==> src/rtl/softmax_inv_pkg.sv <==
// softmax_inv_pkg: shared types and constants for the softmax reciprocal arbiter.
// Holds FP32 special-value constants, the per-engine request state enum and
// the tag carried alongside each operand through the reciprocal unit.
package softmax_inv_pkg;

    localparam logic [31:0] FP32_PZERO = 32'h0000_0000;
    localparam logic [31:0] FP32_PINF  = 32'h7f80_0000;
    localparam logic [31:0] FP32_NAN   = 32'h7fc0_0000;

    // Tag id is sized for the largest supported engine count (16).
    localparam int TAG_IDW = 4;

    typedef enum logic [1:0] {
        IDLE = 2'd0,
        PEND = 2'd1,
        HOLD = 2'd2
    } req_state_e;

    typedef struct packed {
        logic               vld;
        logic [TAG_IDW-1:0] id;
    } tag_t;

endpackage

==> src/rtl/softmax_inv_rr_arb.sv <==
// softmax_inv_rr_arb: NREQ-wide round-robin arbiter.
// Grants the first eligible requester at or after the pointer; the pointer
// moves to one past the granted requester and holds when nothing is granted.
module softmax_inv_rr_arb #(
    parameter int NREQ = 4,
    parameter int IDW  = $clog2(NREQ)
) (
    input  logic            clk,
    input  logic            rst_n,
    input  logic [NREQ-1:0] eligible,
    input  logic            advance,
    output logic [NREQ-1:0] grant,
    output logic [IDW-1:0]  grant_idx
);

    logic [IDW-1:0] ptr_reg;
    logic [IDW-1:0] ptr_next;
    logic [IDW-1:0] cand;

    // Scan requesters in rotating order starting at the pointer; first hit wins.
    always_comb begin
        grant     = '0;
        grant_idx = '0;
        cand      = '0;
        for (int k = 0; k < NREQ; k++) begin
            cand = (int'(ptr_reg) + k >= NREQ) ? IDW'(int'(ptr_reg) + k - NREQ)
                                               : IDW'(int'(ptr_reg) + k);
            if ((grant == '0) && eligible[cand]) begin
                grant[cand] = 1'b1;
                grant_idx   = cand;
            end
        end
    end

    // Pointer advances past the winner only when a grant is actually taken.
    always_comb begin
        ptr_next = ptr_reg;
        if (advance && (grant != '0)) begin
            ptr_next = (grant_idx == IDW'(NREQ - 1)) ? '0 : grant_idx + 1'b1;
        end
    end

    // Pointer register, back to requester 0 on reset.
    always_ff @(posedge clk) begin
        if (!rst_n) begin
            ptr_reg <= '0;
        end else begin
            ptr_reg <= ptr_next;
        end
    end

endmodule

==> src/rtl/softmax_inv_arbiter.sv <==
// softmax_inv_arbiter: shares one fixed-latency FP32 reciprocal unit among
// NREQ softmax row engines. Each engine walks IDLE -> PEND -> HOLD -> IDLE;
// a tag pipe matched to the unit latency routes each result back to its owner.
// Optional statistics counters are built when SOFTMAX_INV_ARB_STATS_EN is defined.
module softmax_inv_arbiter
    import softmax_inv_pkg::*;
#(
    parameter int NREQ    = 4,
    parameter int INV_LAT = 1,
    parameter int IDW     = $clog2(NREQ)
) (
    input  logic               clk,
    input  logic               rst_n,
    input  logic [NREQ-1:0]    req_valid,
    input  logic [NREQ*32-1:0] req_fp32,
    output logic [NREQ-1:0]    req_ready,
    output logic [NREQ-1:0]    rsp_valid,
    output logic [NREQ*32-1:0] rsp_fp32,
    input  logic [NREQ-1:0]    rsp_ready,
    output logic               inv_in_valid,
    output logic [31:0]        inv_in_fp32,
    input  logic               inv_out_valid,
    input  logic [31:0]        inv_out_fp32,
    output logic               busy,
    output logic               err_sticky,
    output logic [31:0]        stat_issue,
    output logic [31:0]        stat_conflict
);

    req_state_e      state_reg  [NREQ];
    req_state_e      state_next [NREQ];
    logic [31:0]     rsp_data_reg [NREQ];
    logic [NREQ-1:0] eligible;
    logic [NREQ-1:0] grant;
    logic [NREQ-1:0] hit;
    logic [NREQ-1:0] active;
    logic [IDW-1:0]  grant_idx;
    tag_t            tag_reg [INV_LAT];
    tag_t            tag_in;
    tag_t            tag_out;
    logic            tag_any;
    logic            err_sticky_reg;

    assign tag_out = tag_reg[INV_LAT-1];

    softmax_inv_rr_arb #(
        .NREQ (NREQ),
        .IDW  (IDW)
    ) u_rr_arb (
        .clk       (clk),
        .rst_n     (rst_n),
        .eligible  (eligible),
        .advance   (|grant),
        .grant     (grant),
        .grant_idx (grant_idx)
    );

    genvar gi;
    generate
        for (gi = 0; gi < NREQ; gi++) begin : g_eng
            // An engine may be granted when idle, or when its held result is retired this cycle.
            assign eligible[gi] = rst_n & req_valid[gi] &
                                  ((state_reg[gi] == IDLE) |
                                   ((state_reg[gi] == HOLD) & rsp_ready[gi]));

            // Returning result belongs to this engine when the tag at the pipe tail names it.
            assign hit[gi] = inv_out_valid & tag_out.vld & (tag_out.id == TAG_IDW'(gi));

            // Per-engine state register.
            always_ff @(posedge clk) begin
                if (!rst_n) begin
                    state_reg[gi] <= IDLE;
                end else begin
                    state_reg[gi] <= state_next[gi];
                end
            end

            // Next state: grant starts an op, result moves to HOLD, retire or regrant leaves HOLD.
            always_comb begin
                state_next[gi] = state_reg[gi];
                case (state_reg[gi])
                    IDLE: if (grant[gi]) state_next[gi] = PEND;
                    PEND: if (hit[gi]) state_next[gi] = HOLD;
                    HOLD: begin
                        if (grant[gi]) begin
                            state_next[gi] = PEND;
                        end else if (rsp_ready[gi]) begin
                            state_next[gi] = IDLE;
                        end
                    end
                    default: state_next[gi] = IDLE;
                endcase
            end

            // Per-engine outputs decoded from the registered state.
            always_comb begin
                rsp_valid[gi] = (state_reg[gi] == HOLD);
                active[gi]    = (state_reg[gi] != IDLE);
            end

            // Capture the reciprocal for this engine; value persists until the next result.
            always_ff @(posedge clk) begin
                if (!rst_n) begin
                    rsp_data_reg[gi] <= FP32_PZERO;
                end else if (hit[gi]) begin
                    rsp_data_reg[gi] <= inv_out_fp32;
                end
            end

            assign rsp_fp32[32*gi +: 32] = rsp_data_reg[gi];
        end
    endgenerate

    assign req_ready    = grant;
    assign inv_in_valid = |grant;

    // Route the granted engine's operand to the unit; zero when idle.
    always_comb begin
        inv_in_fp32 = FP32_PZERO;
        for (int r = 0; r < NREQ; r++) begin
            if (grant[r]) begin
                inv_in_fp32 = req_fp32[32*r +: 32];
            end
        end
    end

    // Tag entering the pipe alongside the operand.
    always_comb begin
        tag_in     = '0;
        tag_in.vld = |grant;
        tag_in.id  = TAG_IDW'(grant_idx);
    end

    // First tag stage loads every cycle, valid only when an operand was issued.
    always_ff @(posedge clk) begin
        if (!rst_n) begin
            tag_reg[0] <= '0;
        end else begin
            tag_reg[0] <= tag_in;
        end
    end

    generate
        for (gi = 1; gi < INV_LAT; gi++) begin : g_tag
            // Remaining tag stages shift in lockstep with the unit pipeline.
            always_ff @(posedge clk) begin
                if (!rst_n) begin
                    tag_reg[gi] <= '0;
                end else begin
                    tag_reg[gi] <= tag_reg[gi-1];
                end
            end
        end
    endgenerate

    // Any tag still in flight keeps the block busy.
    always_comb begin
        tag_any = 1'b0;
        for (int k = 0; k < INV_LAT; k++) begin
            tag_any = tag_any | tag_reg[k].vld;
        end
    end

    assign busy = (|active) | tag_any;

    // A result without a tag, or a tag without a result, means the unit and pipe disagree.
    always_ff @(posedge clk) begin
        if (!rst_n) begin
            err_sticky_reg <= 1'b0;
        end else if (inv_out_valid ^ tag_out.vld) begin
            err_sticky_reg <= 1'b1;
        end
    end

    assign err_sticky = err_sticky_reg;

`ifdef SOFTMAX_INV_ARB_STATS_EN
    logic [31:0] stat_issue_reg;
    logic [31:0] stat_conflict_reg;

    // Free-running issue and contention counters, wrapping at 2^32.
    always_ff @(posedge clk) begin
        if (!rst_n) begin
            stat_issue_reg    <= '0;
            stat_conflict_reg <= '0;
        end else begin
            if (|grant) begin
                stat_issue_reg <= stat_issue_reg + 32'd1;
            end
            if ($countones(eligible) >= 2) begin
                stat_conflict_reg <= stat_conflict_reg + 32'd1;
            end
        end
    end

    assign stat_issue    = stat_issue_reg;
    assign stat_conflict = stat_conflict_reg;
`else
    assign stat_issue    = 32'h0;
    assign stat_conflict = 32'h0;
`endif

endmodule
==> config.mk <==
export PLATFORM = sky130hd
export DESIGN_NAME = softmax_inv_arbiter
export DESIGN_NICKNAME = d
export VERILOG_FILES = /design/src/rtl/softmax_inv_pkg.sv /design/src/rtl/softmax_inv_rr_arb.sv /design/src/rtl/softmax_inv_arbiter.sv
export SDC_FILE = /design/constraint.sdc
export NUM_CORES = 1
export LEC_CHECK = 0
export ABC_CLOCK_PERIOD_IN_PS = 4900
export BUFFER_PORTS_ARGS = -buffer_cell sky130_fd_sc_hd__buf_2
export CORE_AREA = 4 4 158 160
export CTS_BUF_LIST = sky130_fd_sc_hd__clkbuf_8
export DETAILED_ROUTE_END_ITERATION = 10
export DIE_AREA = 0 0 162 164
export PLACE_DENSITY_LB_ADDON = 0.05
export SKIP_CTS_REPAIR_TIMING = 1
export SLEW_MARGIN = 20
export SYNTH_ARGS = -nofsm -noshare
export SYNTH_HDL_FRONTEND = slang
export SYNTH_HIERARCHICAL = 1
export SYNTH_SLANG_ARGS = --single-unit
==> constraint.sdc <==
create_clock -name clk -period 4.9 [get_ports clk]
set_input_delay 0.98 -clock clk [delete_from_list [all_inputs] [get_ports clk]]
set_output_delay 0.98 -clock clk [all_outputs]
set_load 0.02 [all_outputs]
==> flow_summary.json <==
{
  "synth.most_common_cell": "and2_1",
  "min_path_type": "reg2reg",
  "peakVddDrop_v": 0.0005098,
  "fp.dieW_um": 162,
  "drt_first_pass_iters": 5,
  "dieArea_um2": 26570,
  "coreArea_um2": 23400,
  "hp-start": "err_sticky",
  "rows": 56,
  "power_density_nw_per_um2": 559.0,
  "yosysTopAreaCell": "edfxtp_1",
  "critPathArrivalTime_ns": 3.84,
  "port_buffers": 341,
  "status": "complete, no violations",
  "r2r_end": "u_rr_arb/ptr_reg[1]",
  "hold_end": "err_sticky",
  "fmax_mhz": 207.3,
  "cp_common_cell": "buf_6",
  "yosysSeqAreaShare_pct": 56.45,
  "p_leak_nw": 4.428,
  "vias_per_cell": 4.603,
  "antenna_found_initial": 7,
  "track_usage_pct": 18.38,
  "synth_edf_count": 128,
  "period_needed_ns": 4.825,
  "cts-buffers-inserted": 17,
  "timing.final.ws_setup_ns": 0.07524,
  "synthArstFlopShare_pct": 0,
  "drc": 0,
  "ctsRootBufferMaster": "clkbuf_8",
  "cts_max_level": 4,
  "ys_warn_count": 6,
  "largest_reg_flops": 128,
  "placed_cell_area_um2": 9091,
  "dp_slack_ns": -0.007165,
  "place.gp.congestion": 0.8542,
  "ios": 406,
  "slew_violations": 0,
  "worst_slew_pin_slew_ns": 0.9075,
  "fin_cells": 1302,
  "syn_area_per_cell_um2": 11.92,
  "ys_ff_latch": 142,
  "grt_max_degree": 37,
  "crit_required_ns": 3.92,
  "cts_tree": "built",
  "fin_skew_ns": 0.01490,
  "drv_cap": 0,
  "path_class": "in2out",
  "critPathMaxStageDelay_ns": 0.55,
  "synth_top_area_share_pct": 52.61,
  "grt.busiest_layer": "met2",
  "num_vias": 5993,
  "finish.utilization_pct": 41.84,
  "rsz0062_at_grt": "true",
  "dpl.cell_count": 1257,
  "ys_top_cells_by_area": "edfxtp_1 (53%), and2_1 (11%), buf_4 (7.1%)",
  "rrSetupSlack_ns": 1.37,
  "max_slew_margin_pct": 39.27,
  "fin_nets": 1143,
  "first_iter_violations": 417,
  "use_met2_pct": 33.18,
  "grt_pass1_vias": 5828,
  "met3_usage_pct": 4.592,
  "synth_cells": 613,
  "clkSlewWorstSetupHoldPaths_ns": 0.09,
  "hold_viol": 0,
  "cp_slowest_cell": "mux4_2",
  "use_met1_pct": 21.05,
  "holdPathStages": 1,
  "drtAntennaViolNets": 0,
  "area_growth_syn_to_layout_pct": 34.03,
  "finalSetupViolCount": 0,
  "worstRegToRegCells": 16,
  "wl_per_cell_um": 20.11,
  "globalRouteOverflowTotal": 0,
  "clock_sinks": 142,
  "drive_above_1_share_pct": 45.60,
  "dpl.hpwl_um": 19280,
  "ys_top_cells_by_count": "and2_1 (131), edfxtp_1 (128), buf_4 (69), a21oi_1 (38)",
  "ys.flop_type": "edfxtp_1",
  "ys_types": 62,
  "crit_path_cell_trace": "buf_6, o2111a_2, mux4_2, o31a_4, o211a_1, and3_4, a222oi_1, nand2_1, nor2b_4, clkbuf_16, a22oi_2, a21oi_2, buf_6",
  "clk_path_buf_depth": 2,
  "synth_area_um2": 7306,
  "grt_pass1_wl_um": 36650,
  "initial_core_util_pct": 31.22,
  "chipHeight_um": 164,
  "worstPathMaxFanout": 8,
  "cp-start-kind": "input port",
  "endpoint_kind": "output pin",
  "design_area_um2": 9792,
  "post-route-period-util_pct": 98.46,
  "clkLatencyLatePin_ns": 0.44,
  "wl_um": 26180
}
-- placed cells by master, fill, tap and decap left out, types with 3 or more instances in the layout --
cell        instances
nand4b_1            3
inv_6               6
buf_4              48
o22ai_1            32
edfxtp_1          128
dfxtp_1            13
a22oi_1            23
nand2_1            27
ha_1                6
buf_12              4
buf_2             309
o21ai_0            12
diode_2             5
a21oi_1            28
o21a_1              3
a22oi_2             9
clkbuf_8           17
nor4b_1             3
mux4_2              4
nor2b_1             3
nand3_1             3
a21oi_2            10
nor2_1              9
nand3b_1            6
conb_1             64
buf_6               6
and2_1            131
inv_1              10
clkinvlp_4          5
-- layer usage --
layer / share of wire [%] / vias up
met5: 0 / -
met4: 3.1 / 0
met3: 7.1 / 31
met2: 53 / 302
met1: 37 / 2843
li1: - / 2817
-- power by group --
part | switching, mW | internal (mW) | leakage, nW
combinational | 1.85 | 1.26 | 2.81
clock | 0.491 | 0.364 | 0.172
sequential | 0.0591 | 1.45 | 1.44
-- worst max path at each step --
stage                            start         endpoint  slack (ns)  depth (start not counted)
after CTS                 rsp_ready[0]  inv_in_fp32[21]       -0.02                         13
after global placement    rsp_ready[0]  inv_in_fp32[21]        0.04                         13
after global routing      rsp_ready[0]  inv_in_fp32[21]       -0.07                         13
after detailed placement  rsp_ready[0]  inv_in_fp32[21]      -0.007                         13
final                     rsp_ready[0]  inv_in_fp32[21]        0.08                         13
after floorplan                  rst_n  inv_in_fp32[30]       -0.11                         15
-- area by class of cell --
class / instances / area [µm²]
Fill cell: 2348 / 13610
Sequential cell: 142 / 4125
Multi-Input combinational cell: 425 / 2754
Timing Repair Buffer: 369 / 2105
Tap cell: 319 / 399.1
Clock buffer: 17 / 234.0
Clock inverter: 15 / 125.1
Inverter: 10 / 37.54
Antenna cell: 5 / 12.51
-- worst max-delay path: cells and delay by family --
family          cells  cell delay [ns]
compound gates      6             1.20
simple gates        3             0.63
mux                 1             0.55
buf+inv             3             0.46
-- cell families after synthesis --
logic type	count (synthesis)	share of synthesized area (%)
AND/OR/NAND/NOR	208	17.30
multiplexers	5	1.370
flip-flops	142	56.45
buffers and inverters	109	10.89
other	1	0.05133
adder cells (fa/ha/maj)	7	1.199
AO/OA/AOI/OAI	141	12.74
-- metrics by stage --
stage / hold slack (ns) / TNS, ns / total power, mW
3_5_place_dp: 0.4558 / -0.007165 / 4.190
4_1_cts: 0.4780 / -0.02435 / 5.059
2_1_floorplan: 0.4618 / -0.1110 / 3.320
3_3_place_gp: 0.4486 / 0 / 4.215
6_report: 0.4745 / 0 / 5.473
5_1_grt: 0.4946 / -0.9047 / 5.777
(Power assumes the default switching activity.)
